===== src/rtl/stopwatch_counter.sv =====
// stopwatch_counter: seconds time base for the MM:SS display.
// Holds elapsed time as total seconds (0..MAX_COUNT). It runs, pauses and
// adjusts the minutes/seconds fields, and drives the value to the display.
// Optional lap-hold feature: define STOPWATCH_LAP_EN to compile it in.
module stopwatch_counter #(
   parameter int WIDTH     = 12,
   parameter int MAX_COUNT = 3599
) (
   input  logic             clk,
   input  logic             rst,
   input  logic             tick_1hz,
   input  logic             tick_2hz,
   input  logic             pause_btn,
   input  logic             adj,
   input  logic             sel,
   input  logic             lap_btn,
   output logic [WIDTH-1:0] number_to_disp,
   output logic             running,
   output logic             lap_active
);

   typedef enum logic [1:0] {
      ST_RUN    = 2'd0,
      ST_PAUSED = 2'd1,
      ST_ADJUST = 2'd2
   } state_t;

   localparam int               NUM_MIN = (MAX_COUNT + 1) / 60;
   localparam logic [WIDTH-1:0] MAX_C   = WIDTH'(MAX_COUNT);
   localparam logic [WIDTH-1:0] MIN_TH  = WIDTH'(MAX_COUNT - 59);
   localparam logic [WIDTH-1:0] ONE_C   = WIDTH'(1);
   localparam logic [WIDTH-1:0] C59     = WIDTH'(59);
   localparam logic [WIDTH-1:0] C60     = WIDTH'(60);

   state_t           state_q, state_d;
   state_t           saved_q, saved_d;
   logic [WIDTH-1:0] count_q, count_d;
   logic [WIDTH-1:0] disp_q, disp_d;
   logic             running_q;
   logic             lap_active_q, lap_active_d;
   logic             pause_q, lap_q;
   logic             pause_pulse_s, lap_pulse_s;
   logic             sec59_s;

   assign pause_pulse_s  = pause_btn & ~pause_q;
   assign lap_pulse_s    = lap_btn & ~lap_q;
   assign number_to_disp = disp_q;
   assign running        = running_q;
   assign lap_active     = lap_active_q;

   // Seconds field equals 59: compare against every xx:59 value.
   always_comb begin
      sec59_s = 1'b0;
      for (int i = 0; i < NUM_MIN; i++) begin
         sec59_s = sec59_s | (count_q == WIDTH'(60 * i + 59));
      end
   end

   // Mode FSM: adj has priority over a pause edge; pause is ignored while adjusting.
   always_comb begin
      state_d = state_q;
      saved_d = saved_q;
      case (state_q)
         ST_RUN, ST_PAUSED: begin
            if (adj) begin
               state_d = ST_ADJUST;
               saved_d = state_q;
            end else if (pause_pulse_s) begin
               state_d = (state_q == ST_RUN) ? ST_PAUSED : ST_RUN;
            end else begin
               state_d = state_q;
            end
         end
         ST_ADJUST: begin
            if (!adj) begin
               state_d = saved_q;
            end else begin
               state_d = ST_ADJUST;
            end
         end
         default: begin
            state_d = ST_RUN;
            saved_d = ST_RUN;
         end
      endcase
   end

   // Count update: 1 Hz advance in RUN (a pause edge drops the tick), field edits on 2 Hz in ADJUST.
   always_comb begin
      count_d = count_q;
      case (state_q)
         ST_RUN: begin
            if (tick_1hz && !pause_pulse_s) begin
               count_d = (count_q == MAX_C) ? '0 : count_q + ONE_C;
            end else begin
               count_d = count_q;
            end
         end
         ST_ADJUST: begin
            if (tick_2hz) begin
               if (sel) begin
                  count_d = sec59_s ? count_q - C59 : count_q + ONE_C;
               end else begin
                  count_d = (count_q >= MIN_TH) ? count_q - MIN_TH : count_q + C60;
               end
            end else begin
               count_d = count_q;
            end
         end
         default: count_d = count_q;
      endcase
   end

`ifdef STOPWATCH_LAP_EN
   // Lap hold: a lap edge toggles the hold outside ADJUST; entering ADJUST clears it.
   always_comb begin
      lap_active_d = lap_active_q;
      if (state_q != ST_ADJUST) begin
         if (adj) begin
            lap_active_d = 1'b0;
         end else if (lap_pulse_s) begin
            lap_active_d = ~lap_active_q;
         end else begin
            lap_active_d = lap_active_q;
         end
      end else begin
         lap_active_d = 1'b0;
      end
   end

   // Display follows count except while the hold stays engaged.
   always_comb begin
      disp_d = count_q;
      if (lap_active_q && lap_active_d) begin
         disp_d = disp_q;
      end else begin
         disp_d = count_q;
      end
   end
`else
   // Without lap hold the lap edge is tracked but never changes the outputs.
   always_comb begin
      lap_active_d = 1'b0 & lap_pulse_s;
      disp_d       = count_q;
   end
`endif

   // State, count and registered outputs; reset overrides every other input.
   always_ff @(posedge clk) begin
      if (rst) begin
         state_q      <= ST_RUN;
         saved_q      <= ST_RUN;
         count_q      <= '0;
         disp_q       <= '0;
         running_q    <= 1'b1;
         lap_active_q <= 1'b0;
         pause_q      <= 1'b1;
         lap_q        <= 1'b1;
      end else begin
         state_q      <= state_d;
         saved_q      <= saved_d;
         count_q      <= count_d;
         disp_q       <= disp_d;
         running_q    <= (state_d == ST_RUN);
         lap_active_q <= lap_active_d;
         pause_q      <= pause_btn;
         lap_q        <= lap_btn;
      end
   end

endmodule


===== config.mk =====
export PLATFORM = sky130hd
export DESIGN_NAME = stopwatch_counter
export DESIGN_NICKNAME = d
export VERILOG_FILES = /design/src/rtl/stopwatch_counter.sv
export SDC_FILE = /design/constraint.sdc
export NUM_CORES = 1
export LEC_CHECK = 0
export BUFFER_PORTS_ARGS = -buffer_cell sky130_fd_sc_hd__buf_4
export CAP_MARGIN = 20
export CORE_MARGIN = 10
export CORE_UTILIZATION = 60
export DETAILED_ROUTE_END_ITERATION = 16
export PLACE_DENSITY_LB_ADDON = 0.1
export SLEW_MARGIN = 20
export SYNTH_ARGS = -nofsm -noshare
export SYNTH_HDL_FRONTEND = slang
export SYNTH_SLANG_ARGS = --single-unit

===== constraint.sdc =====
create_clock -name clk -period 6.17 [get_ports clk]
set_input_delay 1.234 -clock clk [delete_from_list [all_inputs] [get_ports clk]]
set_output_delay 1.234 -clock clk [all_outputs]
set_load 0.1 [all_outputs]

**Word level (Yosys, flattened, before mapping)**

Index checks and enable logic that the tools add are counted.

- Add/sub/neg operators: 4
- Magnitude comparators: 1
- Eq/ne operators: 65
- Multiplexer cells: 14
- Bitwise operators: 62
- Reductions and logical operators: 8

Operator list:

| operator | number |
|---|---|
| == test 12 bit, second input constant | 26 |
| == test 12 x 11 -> 1 bit, second input constant | 17 |
| == test 12 x 10 -> 1 bit, second input constant | 9 |
| 2-to-1 mux 12 bit | 6 |
| OR 1 bit | 59 |
| == test 12 x 9 -> 1 bit, second input constant | 4 |
| == test 12 x 8 -> 1 bit, second input constant | 2 |
| case mux 12 bit (2 select lines) | 1 |
| adder 12 x 1 -> 12 bit, second input constant | 1 |
| adder 12 x 6 -> 12 bit, second input constant | 1 |
| == test 12 x 6 -> 1 bit, second input constant | 1 |
| == test 12 x 7 -> 1 bit, second input constant | 1 |
| >= comparator 12 bit, second input constant | 1 |
| subtractor 12 bit, second input constant | 1 |
| subtractor 12 x 6 -> 12 bit, second input constant | 1 |
| 2-to-1 mux 2 bit | 4 |
| case mux 2 bit (2 select lines) | 2 |
| logical NOT 2 bit | 2 |
| inequality test 2 bit, second input constant | 2 |
| AND reduction 3 bit | 1 |
| == test 2 x 1 -> 1 bit, second input constant | 1 |
| == test 2 bit, second input constant | 1 |
| inequality test 2 x 1 -> 1 bit, second input constant | 1 |
| NOT 1 bit | 2 |
| other kinds (7) | 7 |

- Flip-flop bits (word level): 30
- Input port bits: 8
- Output and inout port bits: 14

**Logic depth before layout (Yosys ltp)**

- Depth in word-level cells: 64
- Depth in mapped cells: 13

**Least setup slack after synthesis**

No wires, ideal clock.

- Path type: register to register
- Start point: register count_q[2]
- End point: register count_q[8]
- Library setup time: 122 ps
- Arrival: 2753 ps
- Path slack: 3295 ps
- Stages on the path, launching flop included: 12
- Path buffers: 1
- Period minus slack after synthesis: 2875 ps
- Path through: dfxtp_1 -> clkbuf_1 -> inv_1 -> ha_1 -> and2_1 -> a221oi_2 -> a211oi_1 -> nor4_2 -> nand3_2 -> nor2_1 -> mux2_2 -> a221o_1

- Longest elaborated chain between the ends: 64
- Elaborated cells on any way between the ends: 131
- Those cells by class: add/sub: 4; order compare: 1; eq/ne: 60; mux: 7; bitwise: 59

Ends and longest elaborated chain:

| what | line | text |
|---|---|---|
| from (decl) | 37 | `logic [WIDTH-1:0] count_q, count_d;` |
| from (signal assigned) | 162 | `count_q <= count_d;` |
| == test 12 x 6 -> 1 bit / == test 12 x 7 -> 1 bit (equally long branches) | 55 | `sec59_s = sec59_s \| (count_q == WIDTH'(60 * i + 59));` |
| OR 1 bit (59 in a row) | 55 |  |
| 2-to-1 mux 12 bit | 102 | `count_d = sec59_s ? count_q - C59 : count_q + ONE_C;` |
| 2-to-1 mux 12 bit | 101 | `if (sel) begin` |
| 2-to-1 mux 12 bit | 100 | `if (tick_2hz) begin` |
| case mux 12 bit (2 select lines) * | 91 | `case (state_q)` |

Every way passes the cells marked *; elsewhere a longest branch is shown, timed or not. The select of a mux whose other input is x is not followed.
A chain may end at the register's enable or synchronous reset.

**Final worst setup path**

- Start point: register count_q[7]
- End point: register count_q[8]

Same word-level chain as after synthesis.

==> results.ini <==
[power_and_ir_drop]
p_per_area_mw_per_mm2=180
power_leakage_nw=1.07
fin_total_pwr_mw=0.547
ir_worst_vdd_uv=134

[critical_path]
crit_slowest_cell=dfxtp_1
critPathLaunchType=register
cpMostUsedCell=a211oi_1
crit_family=compound AO/OA/AOI/OAI gates
cp_data_required_time_ps=6340
crit_buf_inv=0
critPathMaxFanout=28
arrival_ps=3800
crit_path_end_kind=register
slowest_delay_ps=980
path_cells=mux2_4 > a211oi_1 > a211oi_1 > a2111oi_2 > nand3_2 > nor2_1 > mux2_2 > a221o_1
critPathKind=reg -> reg

[die]
fp.dieArea_mm2=0.00802
die_w_um=89.6
start_util=0.619
rows=25
coreArea_mm2=0.00469
pin_count=22
die_h_um=89.6

[logic_synthesis]
synth_ff_type=dfxtp_1
yosys.area.top_type_share=0.207
synthAdderAreaFrac=0.0302
synth_compound_area_frac=0.291
synth_edf_count=0
synth_mux_area_frac=0.0336
synth_simple_gate_area_frac=0.343
syn_inst=408
synthTopCellsByCount=39 x nand2_1, 37 x nor2_1, 30 x dfxtp_1
post-synth-top-count-cell=nand2_1
yosysWarnings=0
yosysUniqueCellTypes=77
synth_area_per_cell_um2=7.11
ys_ff_latch=30
yosysSeqAreaShare=0.207
synthTopCellsByArea=dfxtp_1 21%, nand2_1 5.0%, nor2_1 4.8%
ys_async_sr_fraction=0
synth_top_family_by_area=simple AND/OR/NAND/NOR gates
synth_fp_nets=423
synth_largest_area_cell=dfxtp_1
synth_area_mm2=0.00290
synth_xor_area_frac=0.0121

[cts]
clock_latency_ps=290
cts_root_buf=clkbuf_8
cts_tree=yes
post_cts_buffers=0
cts_made_buffers=5
clockBufferDepth=2
htree_levels=2
cts_hold_buf=0
cts_sinks=30
clk_pin_slew_ps=60
cts_resized=0

[drt]
viasPerCell=7.10
vias=3196
firstDrtPassIters=6
drc=0
postRouteAntennaNets=0
routed_wl_mm=8.69
drt-initial-drc-count=640
wl_per_cell_um=19.3

[global_routing]
met3_usage=0.0583
top_usage_layer=met2
antenna_found_initial=0
grt_pass1_wl_mm=14.2
met2_usage=0.338
grt.total_usage=0.222
grt_max_degree=35
use_met1=0.288
grt_pass1_vias=2845
overflow=0

[cells_and_area]
layout-drive-gt1-share=0.114
fin_nets=411
syn2layout_area_growth_pct=4.74
stdcell_count=450
num_antenna_cells=0

[sta]
tightest_slew_ps=1030
layout_min_cycle_time_ps=3630
max_slew_margin=0.311
max_freq_ghz=0.276
slew_viol_final=0
setup_tns_ps=0
rsz0062_at_grt=no
setup_violations=0
fin_ws_ps=2540
hold_viol=0
period_share=0.588
skew_ps=8.92

[placement]
dp.cells=443
place_ws_ps=2650
gp_congestion=0.967
io_buffers=19
place_hpwl_mm=5.87

[worst_hold_path]
hold_class=reg -> reg

[run_status]
status=finished, final reports clean

[job]
cap_violations=0

[layout by cell type, fill, tap and decap left out, types with 8 or more instances in the layout]
master and instances:
dfxtp_1 30, inv_1 10, nand2_1 39, nor2_1 37
o21ai_0 26, nand4_1 8, a211oi_1 11, a21oi_1 24
buf_4 21, and2_1 8, nand3_1 17, nor3_1 13
nor2b_1 13
[kinds of logic after synthesis]
logic type | Yosys count
simple gates | 187
compound gates | 120
buf+inv | 50
flops | 30
mux | 9
fa+ha+maj | 7
xor+xnor | 4
other cells | 1
[state kept, by name, summed over array words and instances (netlist names)]
name and count:
count_q 12, pause_q 1, number_to_disp 12, state_q 2
saved_q 2, running 1
[area by class of cell]
type / instances / area (um2)
clock buffers: 6 / 82.6
clock inverters: 1 / 30.0
fillers: 424 / 1650
inverters: 10 / 37.5
multi-input cells: 328 / 2060
flip-flops and latches: 30 / 601
well taps: 54 / 67.6
repair buffers: 21 / 158
[layer usage]
layer,routed length (um),up-vias,part of all wire
li1,-,1483,-
met5,0,-,0
met2,3840,215,0.44
met1,3660,1457,0.42
met3,913,41,0.11
met4,277,0,0.032
[tightest hold or removal path, cell delays in order, from the launching register on]
cell and delay [ps]:
dfxtp_1 310, o21ai_0 70, a211oi_1 40
[power breakdown]
| group | internal (mW) | switching (mW) | leakage [nW] | total (mW) |
|---|---|---|---|---|
| combinational | 0.0402 | 0.0856 | 0.767 | 0.126 |
| clock | 0.129 | 0.0750 | 0.0573 | 0.204 |
| sequential | 0.201 | 0.0160 | 0.244 | 0.217 |
| total | 0.370 | 0.177 | 1.07 | 0.547 |
[metrics by stage]
| stage | utilization | instance area, um2 | hold WS, ps |
|---|---|---|---|
| 4_1_cts | 0.648 | 3040 | 468 |
| 3_3_place_gp | 0.624 | 2930 | 446 |
| 3_5_place_dp | 0.624 | 2930 | 462 |
| 2_1_floorplan | - | 2900 | 437 |
| 6_report | 0.648 | 3040 | 464 |
| 5_1_grt | 0.648 | 3040 | 501 |
[worst paths after layout]
check | start | to | slack, ps | cells past startpoint
max | count_q[7]$_SDFFE_PP0P_ | count_q[8]$_SDFFE_PP0P_ | 2540 | 8
min reg2reg | saved_q[1]$_SDFFE_PP0P_ | saved_q[1]$_SDFFE_PP0P_ | 460 | 2
min | saved_q[1]$_SDFFE_PP0P_ | saved_q[1]$_SDFFE_PP0P_ | 460 | 2
max reg2reg | count_q[7]$_SDFFE_PP0P_ | count_q[8]$_SDFFE_PP0P_ | 2540 | 8
(Power assumes the default switching activity.)
